`config.mk`:
```
export PLATFORM = sky130hd
export DESIGN_NAME = ex_stage
export DESIGN_NICKNAME = d
export VERILOG_FILES = /design/src/rtl/ex_stage.sv
export SDC_FILE = /design/constraint.sdc
export NUM_CORES = 1
export LEC_CHECK = 0
export CORE_AREA = 2 2 141 143
export DETAILED_ROUTE_END_ITERATION = 8
export DIE_AREA = 0 0 143 145
export GPL_TIMING_DRIVEN = 0
export PLACE_DENSITY = 0.88
export RECOVER_POWER = 25
export SLEW_MARGIN = 20
export SYNTH_ARGS = -nofsm -noshare
export SYNTH_HDL_FRONTEND = slang
export SYNTH_SLANG_ARGS = --single-unit
```
`constraint.sdc`:
```
create_clock -name clk -period 1.64 [get_ports clk]
set_input_delay 0.41 -clock clk [delete_from_list [all_inputs] [get_ports clk]]
set_output_delay 0.41 -clock clk [all_outputs]
set_load 0.05 [all_outputs]
```
`src/rtl/ex_stage.sv`:
```
// Execute stage: ALU, overflow/zero/branch resolution and the EX/MEM pipeline register,
// plus a sticky flag and saturating counter for illegal ALU control codes.
module ex_stage #(
  parameter int WIDTH = 32,
  parameter int CNT_W = 8
) (
  input  logic             clk,
  input  logic             rst_n,
  input  logic             in_valid,
  input  logic [3:0]       alu_ctrl,
  input  logic [WIDTH-1:0] op_a,
  input  logic [WIDTH-1:0] op_b,
  input  logic [WIDTH-1:0] store_data_in,
  input  logic [4:0]       rd_in,
  input  logic             reg_write_in,
  input  logic             mem_read_in,
  input  logic             mem_write_in,
  input  logic             branch_in,
  input  logic             stall,
  input  logic             flush,
  input  logic             clr_err,
  output logic             out_valid,
  output logic [WIDTH-1:0] alu_result,
  output logic             zero,
  output logic             overflow,
  output logic             branch_taken,
  output logic [WIDTH-1:0] store_data_out,
  output logic [4:0]       rd_out,
  output logic             reg_write_out,
  output logic             mem_read_out,
  output logic             mem_write_out,
  output logic             illegal_sticky,
  output logic [CNT_W-1:0] illegal_count
);

  localparam logic [3:0] ALU_AND = 4'b0000;
  localparam logic [3:0] ALU_OR  = 4'b0001;
  localparam logic [3:0] ALU_ADD = 4'b0010;
  localparam logic [3:0] ALU_SUB = 4'b0110;
  localparam logic [3:0] ALU_SLT = 4'b0111;

  localparam logic [CNT_W-1:0] CNT_ONE = {{(CNT_W-1){1'b0}}, 1'b1};
  localparam logic [CNT_W-1:0] CNT_MAX = '1;

  logic [WIDTH-1:0] res_c;
  logic [WIDTH:0]   slt_diff;
  logic             ovf_c;
  logic             legal_c;
  logic             zero_c;
  logic             taken_c;
  logic             rw_c;
  logic             mr_c;
  logic             mw_c;
  logic             load;
  logic             count_en;

  always_comb begin
    res_c    = '0;
    ovf_c    = 1'b0;
    legal_c  = 1'b1;
    // one extra bit keeps slt correct when a-b overflows WIDTH bits
    slt_diff = {op_a[WIDTH-1], op_a} - {op_b[WIDTH-1], op_b};
    case (alu_ctrl)
      ALU_AND: res_c = op_a & op_b;
      ALU_OR:  res_c = op_a | op_b;
      ALU_ADD: begin
        res_c = op_a + op_b;
        ovf_c = (op_a[WIDTH-1] == op_b[WIDTH-1]) && (res_c[WIDTH-1] != op_a[WIDTH-1]);
      end
      ALU_SUB: begin
        res_c = op_a - op_b;
        ovf_c = (op_a[WIDTH-1] != op_b[WIDTH-1]) && (res_c[WIDTH-1] != op_a[WIDTH-1]);
      end
      ALU_SLT: res_c = {{(WIDTH-1){1'b0}}, slt_diff[WIDTH]};
      default: legal_c = 1'b0;
    endcase
  end

  assign zero_c   = legal_c && (res_c == '0);
  assign taken_c  = branch_in & zero_c;
  assign rw_c     = legal_c & reg_write_in & ~ovf_c;
  assign mr_c     = legal_c & mem_read_in;
  assign mw_c     = legal_c & mem_write_in;
  assign load     = !flush && !stall;
  assign count_en = load && in_valid && !legal_c;

  always_ff @(posedge clk or negedge rst_n) begin
    if (!rst_n) begin
      out_valid      <= 1'b0;
      alu_result     <= '0;
      zero           <= 1'b0;
      overflow       <= 1'b0;
      branch_taken   <= 1'b0;
      store_data_out <= '0;
      rd_out         <= '0;
      reg_write_out  <= 1'b0;
      mem_read_out   <= 1'b0;
      mem_write_out  <= 1'b0;
    end else if (flush || (load && !in_valid)) begin
      out_valid      <= 1'b0;
      alu_result     <= '0;
      zero           <= 1'b0;
      overflow       <= 1'b0;
      branch_taken   <= 1'b0;
      store_data_out <= '0;
      rd_out         <= '0;
      reg_write_out  <= 1'b0;
      mem_read_out   <= 1'b0;
      mem_write_out  <= 1'b0;
    end else if (load) begin
      out_valid      <= 1'b1;
      alu_result     <= res_c;
      zero           <= zero_c;
      overflow       <= ovf_c;
      branch_taken   <= taken_c;
      store_data_out <= store_data_in;
      rd_out         <= rd_in;
      reg_write_out  <= rw_c;
      mem_read_out   <= mr_c;
      mem_write_out  <= mw_c;
    end
  end

  // a clear coinciding with a counted illegal load leaves exactly that one event recorded
  always_ff @(posedge clk or negedge rst_n) begin
    if (!rst_n) begin
      illegal_sticky <= 1'b0;
      illegal_count  <= '0;
    end else if (clr_err) begin
      illegal_sticky <= count_en;
      illegal_count  <= count_en ? CNT_ONE : '0;
    end else if (count_en) begin
      illegal_sticky <= 1'b1;
      if (illegal_count != CNT_MAX) illegal_count <= illegal_count + CNT_ONE;
    end
  end

endmodule

```
; After elaboration in Yosys (flattened, before gate mapping)
; Index checks and enable logic that the tools add are counted.
[classes]
n_addsub = 4
eq_ne = 9
mux = 29
bitwise = 8
n_reduce_logical = 19
[ops]
columns = cell, count
row1 = $pmux W32 S5, 1
row2 = $mux W32, 4
row3 = $sub A32 B32 Y33, 1
row4 = $add A32 B32 Y32, 1
row5 = $and A32 B32 Y32, 1
row6 = $logic_not A32 Y1, 1
row7 = $or A32 B32 Y32, 1
row8 = $sub A32 B32 Y32, 1
row9 = $mux W8, 3
row10 = $mux W1, 18
row11 = $mux W5, 2
row12 = $add A8 B1 Y8 const B, 1
row13 = $eq A4 B3 Y1 const B, 2
row14 = $ne A8 B8 Y1 const B, 1
row15 = $logic_and A1 B1 Y1, 7
row16 = $reduce_bool A2 Y1, 3
row17 = $and A1 B1 Y1, 5
row18 = $reduce_or A5 Y1, 1
row19 = $eq A4 B1 Y1 const B, 1
row20 = $eq A4 B2 Y1 const B, 1
row21 = $logic_not A1 Y1, 4
row22 = $logic_not A4 Y1, 1
row23 = $ne A1 B1 Y1, 3
row24 = $pmux W1 S2, 1
row25 = 4 further kinds, 4
[word_totals]
reg_bits = 85
inputBits = 115
out_inout_bits = 85
word_cells = 81

; Longest topological paths before layout
[depth]
word_depth = 8
mapped_depth = 14

; Least setup slack after synthesis
; Ideal clock, no wire load.
[synth_path]
path_kind = input port to flip-flop
from = input op_a[0]
to = register zero
t_arrival_ns = 3.156
path_slack_ns = -1.619
path_stages = 14
path_buffers = 0
cell_sequence = inv_1 > ha_1 > inv_1 > fa_1 > nor2b_1 > o21a_1 > o211a_1 > a211oi_4 > o21ai_0 > a21boi_0 > a311o_1 > nor4_1 > nand4_1 > o41ai_2
[synth_between]
elab_chain_len = 6
[synth_lines]
columns = element, line_no
row1 = "start, declared", 11  ; input logic [WIDTH-1:0] op_a,
row2 = "$sub A32 B32 Y33, or another cell as far along", 62  ; slt_diff = {op_a[WIDTH-1], op_a} - {op_b[WIDTH-1], op_b};
row3 = $pmux W32 S5 *, 63  ; case (alu_ctrl)
row4 = $logic_not A32 Y1 *, 79  ; assign zero_c = legal_c && (res_c == '0);
row5 = $logic_and A1 B1 Y1 *, 79
row6 = $mux W1 *, 110  ; end else if (load) begin
row7 = $mux W1 *, 99  ; end else if (flush || (load && !in_valid)) begin
row8 = "end signal, assigned", 113  ; zero <= zero_c;
row9 = "end, declared", 24  ; output logic zero,
; Mark *: on every way between the ends. The rest lies on a longest branch, timed or not. The select of a mux whose other input is x is not followed.
; A chain may end at the register's enable or synchronous reset.

; Worst setup path after layout
[layout_path]
from = input op_b[5]
to = register zero
[layout_between]
elab_chain_len = 6
[layout_lines]
columns = element, line_no
row1 = "start, declared", 12  ; input logic [WIDTH-1:0] op_b,
row2 = "$sub A32 B32 Y33, or another cell as far along", 62
row3 = $pmux W32 S5 *, 63
row4 = $logic_not A32 Y1 *, 79
row5 = $logic_and A1 B1 Y1 *, 79
row6 = $mux W1 *, 110
row7 = $mux W1 *, 99
; Marks and branches as above.

==> results.tsv <==
stage	metric	value	unit
finish	commonest non-fill, non-tap cells in the layout	buf_4, inv_1, dfrtp_1	
critical_path	CP Capture Type	flop	
timing	worst setup margin	-2.03	ns
clocking	clk sinks	85	
detailed_routing	DR pass1 iterations	6	
global_routing	initial antenna violation count	0	
finish	share of layout cells above drive strength 1	43.9	%
yosys	yosys warns	0	
yosys	EDFF count, synth	0	
floorplanning	Die Area	20700	sq um
detailed_routing	1st-iter DRT viols	1358	
power	VDD IR-drop max	0.511	mV
clocking	Max clock buf depth	2	
detailed_routing	drt wl/cell	25.8	microns
critical_path	CP arrival	3.89	ns
clocking	Clock Latency Late Sink	0.35	ns
clocking	Worst-path clk slew	0.07	ns
power	Clk pwr share	25.6	%
timing	Fmax achieved	272	MHz
power	net load switching power	3.65	mW
yosys	Synth Flop Type	dfrtp_1	
clocking	H-tree levels	3	
detailed_routing	Post-DRT Antenna Nets	0	
yosys	Cell Area, Synth	9050	sq um
critical_path	CP required	1.86	ns
yosys	Synth Net Count	1348	
run_status	failing checks	negative setup slack	
floorplanning	Core Footprint	19200	sq um
yosys	post-synthesis cell count	1131	
yosys	Seq/Total Area, Yosys	23.5	%
clocking	CTS Buf Count	9	
global_routing	largest net degree at the start of global routing	46	
timing	setup TNS	-42.85	ns
global_routing	vias in the first global route	11277	
floorplanning	IO Pins	200	
detailed_routing	DRT Wirelength	45400	microns
power	leakage power	6.49	nW
critical_path	crit-path cells	dlygate4sd2_1 > inv_2 > ha_4 > buf_6 > nor3_1 > o21a_1 > buf_4 > o21ai_0 > a31oi_1 > mux2i_2 > a211oi_1 > o2111ai_1 > nor4_2 > nand4_1 > o41ai_2	
worst_hold_path	hold crit path type	primary input to async pin	
timing	slew of the pin with the lowest slew margin	1.16	ns
critical_path	kind of critical path	primary input to flop	
critical_path	delay of the slowest critical-path stage	0.42	ns
placement	gpl congestion	1.05	
timing	Final min period	3.67	ns
finish	nets@finish	1707	
clocking	# hold bufs at CTS	0	
power	combinational power share	50.0	%
timing	fin. max-slew vios	0	
global_routing	GRT Total Usage	39.3	%
finish	fill count	1139	
power	Int Pwr	5.45	mW
timing	Final period util	224	%
global_routing	first-pass GRT wire length	63700	microns
floorplanning	initial core utilization	47.1	%
timing	Worst Skew	0.00469	ns
flow_run	Max Cap Violations	0	
detailed_routing	Via-to-Cell Ratio	6.71	
power	switching power share of the total	40.1	%
timing	Worst slew margin	22.6	%
timing	Hold Vio Cnt, Final	0	
yosys	Async SR Flop Fraction	100	%
finish	most common cell after layout, fill and taps aside	buf_4	
yosys	top post-synthesis cells by area	dfrtp_1, ha_1, a22o_1	
clocking	clock root buffer	clkbuf_16	
placement	dpl hpwl	28500	microns
finish	Synth-to-Final Area Change	65.8	%
critical_path	Crit Path Max Fanout	5	
timing	RSZ-0062 raised after global routing	true	
yosys	Synth top area share	23.5	%
floorplanning	Die Ht	145	microns
global_routing	gr ovfl total	0	
power	Pwr Density	606	nW/um^2
yosys	post-synthesis register bit count	85	
finish	Antenna diodes	0	
placement	number of buffers added on ports	195	
timing	final setup violation count	50	
critical_path	CP max-delay cell	nor3_1	
yosys	Synth Area per Inst	8.00	sq um
detailed_routing	Residual DRC	0	
floorplanning	cell row count	51	
critical_path	Setup crit start kind	primary input	
detailed_routing	routed vias	11806	
power	Overall Power	9.10	mW
run_status	status	finished with violations	
clocking	CTS tree	built	
floorplanning	Die Wd	143	microns
power	Flop pwr share	24.4	%
yosys	top cell type by total area after synthesis	dfrtp_1	
yosys	Synth cell types	87	
-- worst max-delay path, delay by kind of cell --
family / cells / cell delay, ns
and+or+nand+nor: 3 / 0.98
muxes: 1 / 0.16
AOI/OAI and AO/OA: 6 / 1.52
buffers and inverters: 4 / 0.60
adders and majority gates: 1 / 0.21
-- stage by stage --
step                instance area [sq um]  setup slack, ns  util (%)  hold WS [ns]  cells
detailed placement                  12000            -2.93      62.6         0.444   1592
global route                        15000            -2.18      78.1         0.381   1760
finish                              15000            -2.03      78.1         0.271   1760
CTS                                 14500            -1.71      75.6        0.0846   1718
global placement                    12000            -3.06      62.5         0.460   1591
floorplan                            9720            -1.53         -         0.114   1131
-- Yosys cell counts, drive strengths merged (4+ instances only) --
library cell	n
clkbuf	39
dfrtp	85
o21ba	4
a211o	6
nand2b	12
a31oi	11
nand4	15
buf	25
a21boi	6
a21oi	78
a22o	57
mux2i	35
xor2	6
or3	6
nor4	18
nor3	24
and2	5
o2111ai	5
o31ai	17
o21bai	7
nor2b	19
and3	6
a21o	14
o21ai	61
nand3	27
ha	100
o211ai	23
o21a	6
a22oi	5
inv	124
a311oi	4
a2111oi	7
o22ai	7
or4	8
a211oi	24
xnor2	17
a221oi	5
or2	6
nor2	77
o31a	5
nand2	85
-- final timing paths --
| path | slack, ns | end | start | cells after the start |
|---|---|---|---|---|
| setup / recovery | -2.03 | zero$_DFFE_PN0P_ | op_b[5] | 15 |
| hold / removal | 0.27 | store_data_out[17]$_DFFE_PN0P_ | rst_n | 1 |
| setup reg to reg | -0.44 | illegal_count[3]$_DFFE_PN0P_ | illegal_count[0]$_DFFE_PN0P_ | 9 |
| hold reg to reg | 0.51 | store_data_out[3]$_DFFE_PN0P_ | store_data_out[3]$_DFFE_PN0P_ | 1 |
| max in group asynchronous | 0.39 | illegal_count[6]$_DFFE_PN0P_ | rst_n | 2 |
| min in group clk | 0.51 | store_data_out[3]$_DFFE_PN0P_ | store_data_out[3]$_DFFE_PN0P_ | 1 |
-- repair_timing --
action / 4_1_cts / 5_1_grt
pin swaps: 112 / 66
resized for setup: 646 / 148
buffers inserted: 115 / 42
gates cloned: 2 / 0
endpoints found under the setup margin: 169 / 119
-- power groups by stage --
stage	Sequential, mW	Clock, mW	Combinational (mW)
after floorplan	2.46	0	1.81
after global placement	2.25	0	3.09
after detailed placement	2.25	0	3.13
after CTS	2.21	2.26	4.02
after global routing	2.22	2.37	4.72
final	2.22	2.33	4.55
-- layout make-up --
| type | count | area (sq um) | share of cell area (%) |
|---|---|---|---|
| Buffer | 57 | 494 | 3.29 |
| Clock buffer | 10 | 239 | 1.59 |
| Clock inverter | 6 | 93.8 | 0.625 |
| Inverter | 124 | 559 | 3.73 |
| Multi-Input combinational cell | 858 | 8060 | 53.7 |
| Sequential cell | 85 | 2140 | 14.2 |
| Tap cell | 265 | 332 | 2.21 |
| Timing Repair Buffer | 355 | 3090 | 20.6 |
-- per-layer routing --
layer	up-vias	track usage [%]	share of wire (%)
met1	5498	46.8	34
met3	377	12.4	14
met2	1095	60.7	43
met4	0	25.4	8.8
met5	-	0.752	0
li1	4836	-	-
-- cell families (layout without fill, tap and decap cells) --
| kind of cell | Yosys count | in the layout | share of synthesized area, % |
|---|---|---|---|
| adder cells (fa/ha/maj) | 102 | 102 | 14.3 |
| multiplexers | 37 | 37 | 4.12 |
| XOR/XNOR | 23 | 23 | 2.23 |
| buffers and inverters | 188 | 552 | 8.22 |
| AO/OA/AOI/OAI | 377 | 377 | 30.2 |
| flip-flops | 85 | 85 | 23.5 |
| AND/OR/NAND/NOR | 319 | 319 | 17.5 |
-- flip-flops by register name, indices dropped and copies added, names as in the netlist, 5 cells and up --
name / cells
illegal_count: 8
store_data_out: 32
alu_result: 32
rd_out: 5
No activity file was read; power rests on OpenSTA's default activity.
